### src/rtl/fetch_unit.sv
// Instruction fetch stage: holds the PC, fetches one word per instruction over req/gnt/rvalid.
// Latency: req at t with gnt at t and rvalid at t+1 gives ir_valid at t+2; ex_ack at e gives imem_req at e+1.
// Backpressure: ir/pc/ir_valid are held until ex_ack; a misaligned next PC parks the block in FAULT until reset.

`ifndef SEL_PC_WIDTH
`define SEL_PC_WIDTH 2
`endif

module fetch_unit #(
   parameter logic [31:0] RESET_PC  = 32'h0000_0000,
   parameter int          CNT_WIDTH = 32
) (
   input  logic                     clk,
   input  logic                     reset,
   output logic                     imem_req,
   output logic [31:0]              imem_addr,
   input  logic                     imem_gnt,
   input  logic                     imem_rvalid,
   input  logic [31:0]              imem_rdata,
   output logic [31:0]              ir,
   output logic [31:0]              pc,
   output logic                     ir_valid,
   input  logic                     ex_ack,
   input  logic [`SEL_PC_WIDTH-1:0] pc_sel,
   input  logic                     br_taken,
   input  logic [31:0]              jump_target,
   input  logic [31:0]              br_target,
   output logic                     fetch_fault,
   output logic [CNT_WIDTH-1:0]     instret
);

   localparam logic [31:0] NOP = 32'h0000_0013;
   localparam logic [`SEL_PC_WIDTH-1:0] SEL_JUMP   = `SEL_PC_WIDTH'(1);
   localparam logic [`SEL_PC_WIDTH-1:0] SEL_BRANCH = `SEL_PC_WIDTH'(2);

   typedef enum logic [1:0] {
      REQ,
      WAIT,
      ISSUE,
      FAULT
   } state_t;

   state_t      state;
   logic [31:0] pc_plus4;
   logic [31:0] next_pc;

   // The request address is the architectural PC; only aligned values are ever loaded into it.
   assign imem_addr = pc;

   // Next-PC selection from the decode/execute results; reserved select falls back to sequential.
   always_comb begin
      pc_plus4 = pc + 32'd4;
      next_pc  = pc_plus4;
      if (pc_sel == SEL_JUMP) begin
         // Bit 0 of a JALR target is always cleared.
         next_pc = jump_target & ~32'd1;
      end else if (pc_sel == SEL_BRANCH) begin
         next_pc = br_taken ? br_target : pc_plus4;
      end
   end

   // Fetch FSM with registered outputs.
   always_ff @(posedge clk) begin
      if (reset) begin
         state       <= REQ;
         pc          <= RESET_PC;
         ir          <= NOP;
         ir_valid    <= 1'b0;
         imem_req    <= 1'b0;
         fetch_fault <= 1'b0;
         instret     <= '0;
      end else begin
         case (state)
            REQ: begin
               // imem_req comes up one cycle after entering REQ from reset;
               // a gnt is only honoured while the request is visible.
               if (imem_req && imem_gnt) begin
                  imem_req <= 1'b0;
                  state    <= WAIT;
               end else begin
                  imem_req <= 1'b1;
               end
            end
            WAIT: begin
               if (imem_rvalid) begin
                  ir       <= imem_rdata;
                  ir_valid <= 1'b1;
                  state    <= ISSUE;
               end
            end
            ISSUE: begin
               if (ex_ack) begin
                  ir_valid <= 1'b0;
                  instret  <= instret + CNT_WIDTH'(1);
                  if (next_pc[1:0] == 2'b00) begin
                     pc       <= next_pc;
                     imem_req <= 1'b1;
                     state    <= REQ;
                  end else begin
                     // pc is left pointing at the instruction that produced the bad target.
                     fetch_fault <= 1'b1;
                     state       <= FAULT;
                  end
               end
            end
            FAULT: begin
               imem_req    <= 1'b0;
               ir_valid    <= 1'b0;
               fetch_fault <= 1'b1;
            end
            default: state <= FAULT;
         endcase
      end
   end

endmodule

### config.mk
export PLATFORM = sky130hd
export DESIGN_NAME = fetch_unit
export DESIGN_NICKNAME = d
export VERILOG_FILES = /design/src/rtl/fetch_unit.sv
export SDC_FILE = /design/constraint.sdc
export NUM_CORES = 1
export LEC_CHECK = 0
export ABC_AREA = 1
export CAP_MARGIN = 25
export CORE_MARGIN = 4
export CORE_UTILIZATION = 35
export CTS_CLUSTER_DIAMETER = 30
export DETAILED_ROUTE_END_ITERATION = 7
export PLACE_DENSITY_LB_ADDON = 0.05
export SETUP_SLACK_MARGIN = 0.5
export SYNTH_ARGS = -nofsm -noshare
export SYNTH_HDL_FRONTEND = slang
export SYNTH_SLANG_ARGS = --single-unit
### constraint.sdc
create_clock -name clk -period 1.9 [get_ports clk]
set_input_delay 0.285 -clock clk [delete_from_list [all_inputs] [get_ports clk]]
set_output_delay 0.285 -clock clk [all_outputs]
set_load 0.02 [all_outputs]
==> flow_metrics.py, run 1 <==
metrics = {
    "sta": {
        "max_freq_mhz": 614,
        "min_period_ns": 1.63,
        "relSlewSlack": 0.741,
        "setup_violations": 0,
        "fin_worst_skew_ns": 0.00993,
        "slew_viol_final": 0,
        "rsz0062_at_grt": "true",
        "fin_ws_ns": 0.272,
        "fin_crit_sh": 0.857,
        "worst_slew_pin_slew_ns": 0.385,
        "hold_viol": 0,
    },
    "detailed_routing": {
        "dr.pass1.iters": 4,
        "ant_nets": 0,
        "viasPerCell": 4.73,
        "totalWireLength_um": 22500,
        "vias": 7155,
        "detail_route.wl_per_cell_um": 14.9,
        "drcViolationCount": 0,
        "drt-initial-drc-count": 334,
    },
    "yosys": {
        "synth_warnings": 0,
        "synth_area_per_cell_um2": 5.99,
        "ys_seq_area_frac": 0.327,
        "async_flop_share": 0,
        "synth_edf_count": 0,
        "ys_types": 36,
        "netlist_area_um2": 6190,
        "synth-main-ff-cell": "dfxtp_1",
        "netlist_instances": 1034,
        "syn-num-nets": 1145,
        "synth_seq_cells": 101,
    },
    "worst_setup_path": {
        "worstSetupPathType": "register to register",
        "crit_arrival_ns": 1.93,
        "crit_fanout": 8,
        "start_kind": "register",
        "slowest_delay_ns": 0.36,
        "cp.required_ns": 2.20,
        "setup.worst_path.end_class": "register",
        "worstPathCellList": "inv_4 -> ha_4 -> nand2_8 -> clkinv_8 -> buf_6 -> nand3_4 -> buf_12 -> buf_12 -> buf_16 -> nand2_2 -> nand2_2 -> a21oi_2",
        "cp_slowest_cell": "dfxtp_4",
    },
    "clock_tree": {
        "htree_num_levels": 3,
        "clock_latency_ns": 0.36,
        "tritoncts": "yes",
        "cts.path.max_buffers": 2,
        "clkSlewWorstSetupHoldPaths_ns": 0.08,
        "cts_buffers": 9,
        "root_buffer": "clkbuf_16",
        "clock-sinks": 101,
    },
    "die": {
        "rows": 48,
        "die_area_um2": 19900,
        "initial_core_util": 0.358,
        "core_um2": 17300,
        "die_h_um": 141,
        "die_w_um": 141,
        "pin_count": 235,
    },
    "power_and_ir_drop": {
        "powerDensity_nw_per_um2": 607,
        "vdd.ir_drop.worst_uv": 477,
        "p_leak_nw": 4.22,
    },
    "global_routing": {
        "grt.overflow.total": 0,
        "grt_start_max_net_pins": 48,
        "antenna_found_initial": 4,
        "grt_pass1_wl_um": 34400,
        "grt_pass1_vias": 6800,
        "track_usage": 0.215,
    },
    "layout": {
        "multi_input_area_um2": 4050,
        "regArea_um2": 2110,
        "finalNonFillerCells": 1512,
        "fin_nets": 1393,
        "final_area_um2": 10300,
        "n_antenna_cell": 0,
        "layout_common_cells": "234 x nand2_1, 194 x nor2_1, 99 x clkdlybuf4s50_1",
        "area_growth_pct": 65.6,
        "layout-drive-gt1-share": 0.279,
        "layout_commonest_cell": "nand2_1",
        "nFillCells": 1689,
    },
    "worst_hold_path": {
        "hp-class": "register to register",
    },
    "run_status": {
        "status": "complete, no violations",
    },
    "placed_design": {
        "pre_cts_slack_ns": -0.0593,
        "place_hpwl_um": 16100,
        "place_inst": 1458,
        "gp_congestion": 0.918,
        "port_buffers": 233,
        "placed_cell_area_um2": 8830,
    },
    "run": {
        "maxCapViolations": 0,
    },
}
## sequential cells by signal, indices dropped and copies added (netlist names)
name	flops
ir	32
ir_valid	1
fetch_fault	1
imem_req	1
state	2
instret	32
imem_addr	32
## synthesized netlist by cell type, types with 3 or more instances
| library cell | instances | area share |
|---|---|---|
| nand2_2 | 3 | 0.0030 |
| nand2_1 | 269 | 0.16 |
| nand3_1 | 69 | 0.056 |
| nor2_1 | 239 | 0.14 |
| a21oi_1 | 51 | 0.041 |
| buf_2 | 13 | 0.011 |
| ha_1 | 7 | 0.014 |
| o21ai_0 | 65 | 0.053 |
| nand4_1 | 5 | 0.0051 |
| nor3_1 | 7 | 0.0057 |
| nor2_4 | 5 | 0.0091 |
| nor2_2 | 7 | 0.0071 |
| inv_1 | 103 | 0.062 |
| xor2_1 | 5 | 0.0071 |
| clkbuf_1 | 20 | 0.012 |
| dfxtp_1 | 101 | 0.33 |
| xnor2_1 | 5 | 0.0071 |
| buf_4 | 32 | 0.039 |
## repair_timing
item	in CTS	in global routing
hold buffers	0	0
cloned	5	1
gates resized for setup	379	149
endpoints found under the setup margin	195	160
setup buffers	23	9
pin swaps	38	29
## kinds of logic (layout without fill, tap and decap cells)
family / after synthesis / in the layout / share of synthesized area
XOR/XNOR: 10 / 10 / 0.0141
flip-flops: 101 / 101 / 0.327
AO/OA/AOI/OAI: 126 / 126 / 0.105
buffers and inverters: 173 / 426 / 0.128
AND/OR/NAND/NOR: 617 / 617 / 0.412
adder cells (fa/ha/maj): 7 / 7 / 0.0141
## routing by layer
metal	wire [um]	vias up	GRT usage
li1	-	3699	-
met1	8840	3194	0.245
met2	11300	198	0.381
met3	1480	56	0.0516
met4	822	8	0.0974
met5	46	-	0
## per-stage QoR
| stage | power, mW | utilization | setup TNS [ns] | hold WS, ns |
|---|---|---|---|---|
| finish | 6.22 | 0.593 | 0 | 0.444 |
| floorplan | 3.37 | - | 0 | 0.398 |
| global route | 6.54 | 0.593 | 0 | 0.465 |
| detailed placement | 4.18 | 0.511 | -0.777 | 0.439 |
| CTS | 6.19 | 0.572 | 0 | 0.449 |
| global placement | 4.17 | 0.511 | -0.0776 | 0.436 |
## worst paths after layout
path	start	end	slack (ns)	cells past startpoint
worst max-delay path	state[0]$_SDFFE_PP0P_	imem_addr[18]$_SDFFE_PP0P_	0.27	12
worst min-delay path	ir_valid$_SDFFE_PP0P_	ir_valid$_SDFFE_PP0P_	0.44	2
worst max register to register	state[0]$_SDFFE_PP0P_	imem_addr[18]$_SDFFE_PP0P_	0.27	12
worst min register to register	ir_valid$_SDFFE_PP0P_	ir_valid$_SDFFE_PP0P_	0.44	2
## critical path, delay by kind of cell, from the launching register on
| kind | cells | cell delay (ns) |
|---|---|---|
| compound gates | 1 | 0.10 |
| fa+ha+maj | 1 | 0.16 |
| buf+inv | 6 | 0.67 |
| flops | 1 | 0.36 |
| simple gates | 4 | 0.26 |
## cell type report
class,count,share of cell area
multi-input combinational,760,0.395
inverter,106,0.0405
sequential,101,0.206
clock inverter,7,0.00891
timing repair buffer,304,0.300
clock buffer,9,0.0220
tap,225,0.0275
## where the power goes
part	total (mW)	switching, mW	internal, mW	leakage, nW
Combinational	1.79	0.968	0.824	3.22
Sequential	2.43	0.116	2.31	0.848
Clock	2.00	0.946	1.06	0.151
Total	6.22	2.03	4.19	4.22
(Power assumes the default switching activity.)
==> run 2: changes to the inputs <==
- CAP_MARGIN: 25 -> 0
==> results of run 2 <==
Same layout as run 1: the final DEF is identical, and so are final timing and power.
